===== src/rtl/counter_seq_ctrl.sv =====
// Run/stop sequencer around a WIDTH-bit up-counter (one-shot or periodic).
// Optional prescaler: define COUNTER_CTRL_PRESCALE_EN to divide count advance by PRESCALE.
module counter_seq_ctrl #(
    parameter int WIDTH    = 4,
    parameter int PRESCALE = 4
) (
    input  logic             clk,
    input  logic             rst,
    input  logic             start,
    input  logic             stop,
    input  logic             abort,
    input  logic             mode,
    input  logic [WIDTH-1:0] term,
    output logic [WIDTH-1:0] count,
    output logic             busy,
    output logic             tick,
    output logic             done
);

    typedef enum logic [1:0] {
        IDLE = 2'd0,
        RUN  = 2'd1,
        HOLD = 2'd2
    } state_t;

    state_t           state;
    state_t           state_n;
    logic [WIDTH-1:0] count_n;
    logic [WIDTH-1:0] term_q;
    logic [WIDTH-1:0] term_n;
    logic             mode_q;
    logic             mode_n;
    logic             tick_n;
    logic             done_n;

    logic st_idle;
    logic st_run;
    logic st_hold;
    logic launch;
    logic running;
    logic at_term;
    logic adv;

    assign st_idle = (state == IDLE);
    assign st_run  = (state == RUN);
    assign st_hold = (state == HOLD);
    assign at_term = (count == term_q);

    assign launch  = st_idle & start & (|term) & ~abort;
    assign running = st_run & ~stop & ~abort;

`ifdef COUNTER_CTRL_PRESCALE_EN
    localparam int PW = (PRESCALE > 1) ? $clog2(PRESCALE) : 1;
    localparam logic [PW-1:0] PLAST = PW'(PRESCALE - 1);

    logic [PW-1:0] psc;
    logic [PW-1:0] psc_n;

    assign adv = (psc == PLAST);

    // Prescaler only moves while the counter itself is allowed to move.
    always_comb begin
        psc_n = psc;
        if (abort || launch) begin
            psc_n = '0;
        end else if (running) begin
            psc_n = adv ? '0 : psc + PW'(1);
        end
    end

    always_ff @(posedge clk or negedge rst) begin
        if (!rst) begin
            psc <= '0;
        end else begin
            psc <= psc_n;
        end
    end
`else
    assign adv = (PRESCALE >= 1);
`endif

    always_comb begin
        state_n = state;
        count_n = count;
        term_n  = term_q;
        mode_n  = mode_q;
        tick_n  = 1'b0;
        done_n  = 1'b0;
        if (abort) begin
            state_n = IDLE;
            count_n = '0;
        end else begin
            unique case (1'b1)
                st_idle: begin
                    if (launch) begin
                        term_n  = term;
                        mode_n  = mode;
                        count_n = '0;
                        state_n = RUN;
                    end
                end
                st_run: begin
                    if (stop) begin
                        state_n = HOLD;
                    end else if (adv) begin
                        if (at_term) begin
                            count_n = '0;
                            tick_n  = 1'b1;
                            if (!mode_q) begin
                                state_n = IDLE;
                                done_n  = 1'b1;
                            end
                        end else begin
                            count_n = count + WIDTH'(1);
                        end
                    end
                end
                st_hold: begin
                    if (start) begin
                        state_n = RUN;
                    end
                end
                default: begin
                    state_n = IDLE;
                    count_n = '0;
                end
            endcase
        end
    end

    always_ff @(posedge clk or negedge rst) begin
        if (!rst) begin
            state  <= IDLE;
            count  <= '0;
            term_q <= '0;
            mode_q <= 1'b0;
            tick   <= 1'b0;
            done   <= 1'b0;
        end else begin
            state  <= state_n;
            count  <= count_n;
            term_q <= term_n;
            mode_q <= mode_n;
            tick   <= tick_n;
            done   <= done_n;
        end
    end

    assign busy = ~st_idle;

endmodule


===== config.mk =====
export PLATFORM = sky130hd
export DESIGN_NAME = counter_seq_ctrl
export DESIGN_NICKNAME = d
export VERILOG_FILES = /design/src/rtl/counter_seq_ctrl.sv
export SDC_FILE = /design/constraint.sdc
export NUM_CORES = 1
export LEC_CHECK = 0
export BUFFER_PORTS_ARGS = -buffer_cell sky130_fd_sc_hd__clkbuf_2
export CAP_MARGIN = 0
export CORE_MARGIN = 3
export CORE_UTILIZATION = 50
export CTS_CLUSTER_DIAMETER = 30
export CTS_CLUSTER_SIZE = 40
export DETAILED_ROUTE_END_ITERATION = 16
export GPL_ROUTABILITY_DRIVEN = 0
export GPL_TIMING_DRIVEN = 0
export PLACE_DENSITY = 0.75
export RECOVER_POWER = 100
export SYNTH_ARGS = -nofsm -noshare
export SYNTH_HDL_FRONTEND = slang
export SYNTH_SLANG_ARGS = --single-unit

===== constraint.sdc =====
create_clock -name clk -period 1.9 [get_ports clk]
set_input_delay 0.38 -clock clk [delete_from_list [all_inputs] [get_ports clk]]
set_output_delay 0.38 -clock clk [all_outputs]
set_load 0.02 [all_outputs]

**Word level (Yosys, flattened, before mapping)**

Index checks and enable logic that the tools add are counted.

- Bitwise gates (word level): 5
- Multiplexer cells: 21
- $add $sub $neg: 1
- Reductions and logical operators: 5
- Eq/ne operators: 9

Operator list:

| operator | number |
|---|---|
| 4-bit two-way mux | 4 |
| 2-bit two-way mux | 6 |
| 4-bit case mux with 3 select lines | 1 |
| 1-bit two-way mux | 9 |
| 3-bit inequality test (second input constant) | 2 |
| 2-bit case mux with 3 select lines | 1 |
| 3-bit AND reduction | 2 |
| 4-bit by 1-bit adder with 4-bit output (second input constant) | 1 |
| 4-bit == test | 1 |
| 4-bit by 3-bit inequality test with 1-bit output (second input constant) | 1 |
| 4-bit inequality test (second input constant) | 1 |
| 4-bit AND reduction | 1 |
| 4-bit OR reduction | 1 |
| 1-bit AND | 3 |
| 3-bit by 2-bit inequality test with 1-bit output (second input constant) | 1 |
| 2-bit by 1-bit == test with 1-bit output (second input constant) | 1 |
| 2-bit == test (second input constant) | 1 |
| 2-bit logical NOT | 1 |
| 2-bit inequality test (second input constant) | 1 |
| 1-bit inverter | 2 |

- Output and inout bits: 7
- Input bits: 10
- Register bits after elaboration: 13
- Word-level logic and storage cells: 47

**Longest topological paths before layout**

- Word-level depth: 7
- Depth in mapped cells: 4
- Depth with buffers taken out: 4

**Least setup slack after synthesis**

No wires, ideal clock.

- Kind: register -> register
- Start point: reg state[1]
- End point: reg count[2]
- Buffers on the path: 0
- Setup time: 0.124 ns
- Slack: 0.498 ns
- Required time: 1.776 ns
- Clock period less this slack: 1.402 ns
- Stages on the path, launching flop included: 5
- Data arrival time: 1.278 ns
- Cells stage by stage: dfrtp_1 -> or3b_1 -> o2111a_1 -> a21oi_2 -> o22ai_2

- Cells in the longest elaborated chain, start to end: 6
- Elaborated cells between the ends (all ways): 12
- Those cells by class: 5 x eq/ne; 2 x mux; 3 x bitwise; 2 x reduce/logical

RTL lines:

| element | line | source |
|---|---|---|
| start, declared | 26 | `state_t state;` |
| start signal, assigned | 140 | `state <= state_n;` |
| 2-bit logical NOT | 44 | `assign st_idle = (state == IDLE);` |
| 1-bit AND (3 in series) | 49 | `assign launch = st_idle & start & (\|term) & ~abort;` |
| 3-bit by 2-bit inequality test with 1-bit output (no source line) | -- |  |
| 3-bit AND reduction (no source line) | -- |  |
| end signal, assigned | 141 | `count <= count_n;` |
| end, declared | 14 | `output logic [WIDTH-1:0] count,` |

Several ways; a longest one is shown, not always the timed one.
A chain may end at the register's enable or synchronous reset.

**Final worst setup path**

- Start point: reg state[1]
- End point: out busy

- Cells in the longest elaborated chain, start to end: 2

RTL lines:

| element | line | source |
|---|---|---|
| 2-bit logical NOT | 44 |  |
| 1-bit inverter | 149 | `assign busy = ~st_idle;` |
| end, declared | 15 | `output logic busy,` |

No other way between the ends.

==> qor.log <==
qor: clock_tree.clk_latency 260 ps
qor: die.die-area 1870 µm²
qor: die.floorplan.io_pins 17
qor: synthesis.post_synth.cell_area_avg 11.0 µm²
qor: synthesis.synth-warning-count 0
qor: final_layout.multi_input_comb_area 352 µm²
qor: final_layout.final_layout_size_suffix_gt1_share 27.4%
qor: die.start_util 57.9%
qor: setup_path.startpoint_type flop
qor: die.core 1200 µm²
qor: sta.tightestPinTransition 694 ps
qor: sta.final-setup-viol-count 0
qor: global_routing.number_of_antenna_violations_at_the_first_check_in_global_routing 0
qor: min_path.whs_path_depth 2
qor: synthesis.synth_area_leaders dfrtp_1 47%, mux2_2 8.1%, xnor2_1 5.0%
qor: clock_tree.cts_tree yes
qor: synthesis.ys_top_cells_by_count 13 x dfrtp_1, 8 x nand2_1, 5 x mux2_2, 5 x nand3_1
qor: routing.drt-initial-drc-count 9
qor: sta.totalNegativeSetupSlack 0 ps
qor: die.rows 12
qor: power.vdd_drop_max 0.414 mV
qor: sta.worst_slack 315 ps
qor: sta.max-slew-margin-rel 53.7%
qor: synthesis.netlist_instances 63
qor: setup_path.timing.critical_path.slowest_stage_cell dfrtp_1
qor: clock_tree.cts.path.max_buffers 2
qor: place.post-place-ws 306 ps
qor: routing.vias_per_cell 5.47
qor: min_path.worstHoldEndpoint state[1]$_DFFE_PN0P_
qor: setup_path.critical_path.endpoint_type output pin
qor: clock_tree.number_of_setup_buffers_added_after_cts 0
qor: setup_path.worst_flop_to_flop_path_startpoint state[1]$_DFFE_PN0P_
qor: min_path.hold_path_class in -> reg
qor: synthesis.synthDistinctLibCells 28
qor: synthesis.synth_edf_count 0
qor: place.placed_area 793 µm²
qor: synthesis.yosys_top_cell_area_share 46.8%
qor: synthesis.synth-async-reset-ratio 100%
qor: setup_path.reg2reg_to count[2]$_DFFE_PN0P_
qor: final_layout.layout.nets 96
qor: final_layout.fin_area 812 µm²
qor: setup_path.timing.reg2reg.worst_path_depth 4
qor: synthesis.synth.most_common_cell dfrtp_1
qor: place.port_buffers 16
qor: sta.final_max_slew_viol_count 0
qor: synthesis.synth_fp_nets 74
qor: synthesis.netlist_area 696 µm²
qor: clock_tree.clock_sink_count 13
qor: power.power_density 782 nW/µm²
qor: final_layout.n_antenna_cell 0
qor: clock_tree.cts_max_level 1
qor: setup_path.worstSetupPathType reg -> out
qor: setup_path.worstPathMaxFanout 8
qor: routing.drc 0
qor: outcome.run_status completed
qor: synthesis.yosys_most_used_dff dfrtp_1
qor: final_layout.utilization_after_layout 67.6%
qor: clock_tree.postCtsHoldBufs 1
qor: synthesis.synth-seq-area-share 46.8%
qor: place.detailedPlacementHpwl 1.04 mm
qor: clock_tree.clk_root_buffer_cell clkbuf_4
qor: setup_path.timing.critical_path.arrival 1200 ps
qor: routing.avgRoutedWirePerCell 13.4 µm
qor: global_routing.first_global_vias 536
qor: clock_tree.clkSlewWorstSetupHoldPaths 70 ps
qor: synthesis.synth_largest_area_cell dfrtp_1
qor: sta.fin_crit_sh 83.4%
qor: final_layout.filler_cell_count 104
qor: min_path.worstHoldStart abort
qor: setup_path.r2r_slack 350 ps
qor: sta.timing.clock.skew 0.620 ps
qor: global_routing.pin_count_of_the_biggest_net_entering_global_routing 14
qor: final_layout.areaGrowthSynthToFinish 16.7%
qor: setup_path.critical_path.cell_chain or2_2 > clkbuf_1
qor: global_routing.grt_first_pass_wirelength 2.33 mm
qor: sta.final.min_clock_period 1580 ps
qor: setup_path.worst_path_largest_cell_delay 460 ps
qor: routing.firstDrtPassIters 4
qor: routing.route.final.wire_length 1.32 mm
qor: routing.detail-route-antenna-nets 0
qor: global_routing.grt.overflow.total 0
qor: power.power.static_leakage 0.346 nW
qor: clock_tree.tritoncts.num_buffers 3
qor: synthesis.synth_seq_cells 13
qor: die.die_h 43.3 µm
qor: clock_tree.post_cts.resized_instances 0
qor: sta.setup_repair_after_global_routing_missed_its_margin false
qor: sta.report.final.hold_viol_count 0
qor: die.die-width 43.3 µm
qor: routing.routed-via-count 536
qor: final_layout.layout.area.seq 325 µm²
qor: sta.achievable-frequency 631 MHz
qor: sta.fin_worst_hold_slack 316 ps
qor: global_routing.gr-usage-all-layers 16.6%
qor: setup_path.timing.critical_path.required 1520 ps
qor: flow_run.maxCapViolCount 0
-- layout make-up --
cell class	instances	share of cell area, %
Multi-Input combinational cell	47	43.3
Sequential cell	13	40.1
Timing Repair Buffer	17	9.86
Clock buffer	4	3.24
Tap cell	14	2.16
Inverter	3	1.39
-- stage by stage --
stage / std cells / power, W
3_5_place_dp: 93 / 0.000483
4_1_cts: 98 / 0.000651
2_1_floorplan: 63 / 0.000438
5_1_grt: 98 / 0.000681
3_3_place_gp: 93 / 0.000476
6_report: 98 / 0.000635
-- routing by layer --
layer / share of wire, % / wire length, µm / vias up / global-route usage, %
li1: - / - / 270 / -
met1: 48 / 628 / 253 / 21.4
met2: 47 / 625 / 11 / 26.5
met3: 4.2 / 56 / 2 / 2.54
met4: 0.61 / 8 / 0 / 9.04
met5: 0 / 0 / - / 0
-- worst max path at each step --
stage,from,to,slack [ps],cells past startpoint
after global routing,state[1]$_DFFE_PN0P_,count[2]$_DFFE_PN0P_,220,4
final,state[1]$_DFFE_PN0P_,busy,320,2
after global placement,term[1],count[2]$_DFFE_PN0P_,340,5
after detailed placement,term[1],count[2]$_DFFE_PN0P_,310,5
after floorplan,state[1]$_DFFE_PN0P_,count[2]$_DFFE_PN0P_,500,4
after CTS,state[1]$_DFFE_PN0P_,busy,320,2
-- worst max-delay path: cells and delay by family, from the launching register on --
| kind | cells | cell delay [ps] |
|---|---|---|
| DFF | 1 | 460 |
| and+or+nand+nor | 1 | 310 |
| buffers and inverters | 1 | 170 |
-- cell families (layout without fill, tap and decap cells) --
group | Yosys count | after routing | share of synthesized area, %
adder cells (fa/ha/maj) | 1 | 1 | 1.80
AND/OR/NAND/NOR | 29 | 29 | 23.6
AO/OA/AOI/OAI | 8 | 8 | 13.1
buffers and inverters | 3 | 24 | 1.62
XOR/XNOR | 4 | 4 | 5.04
flip-flops | 13 | 13 | 46.8
multiplexers | 5 | 5 | 8.09
-- sequential cells by signal, indices dropped and copies added, names as in the netlist --
signal and flops:
count 4, tick 1, state 2, term_q 4, done 1, mode_q 1
-- power breakdown --
part	switching (W)	internal [W]
clock	0.0000806	0.0000811
sequential	0.0000295	0.000307
combinational	0.0000733	0.0000636
total	0.000184	0.000452
-- cell usage in the layout (no fill, tap or decap) --
master	netlist	routed
xnor2_1	4	4
nand2_1	8	8
nand3b_1	1	1
nor4_1	1	1
o21ai_0	0	1
clkbuf_2	0	8
or3b_4	1	1
dlygate4sd3_1	0	1
a41oi_4	1	1
a21oi_1	1	2
or3b_1	1	1
inv_1	3	3
o2111ai_1	1	1
o32ai_1	1	1
nor3_1	1	1
nor2_1	4	4
nor4_2	1	1
clkbuf_1	0	9
nand4_1	1	1
nand2_2	1	1
o22ai_2	1	1
dfrtp_1	13	13
or2_2	1	1
ha_1	1	1
o2111a_1	1	1
clkbuf_4	0	3
mux2_2	5	5
nor3_2	1	1
nor2b_1	1	1
or2b_1	1	1
nand3_1	5	5
Power figures use the tool's default switching activity.
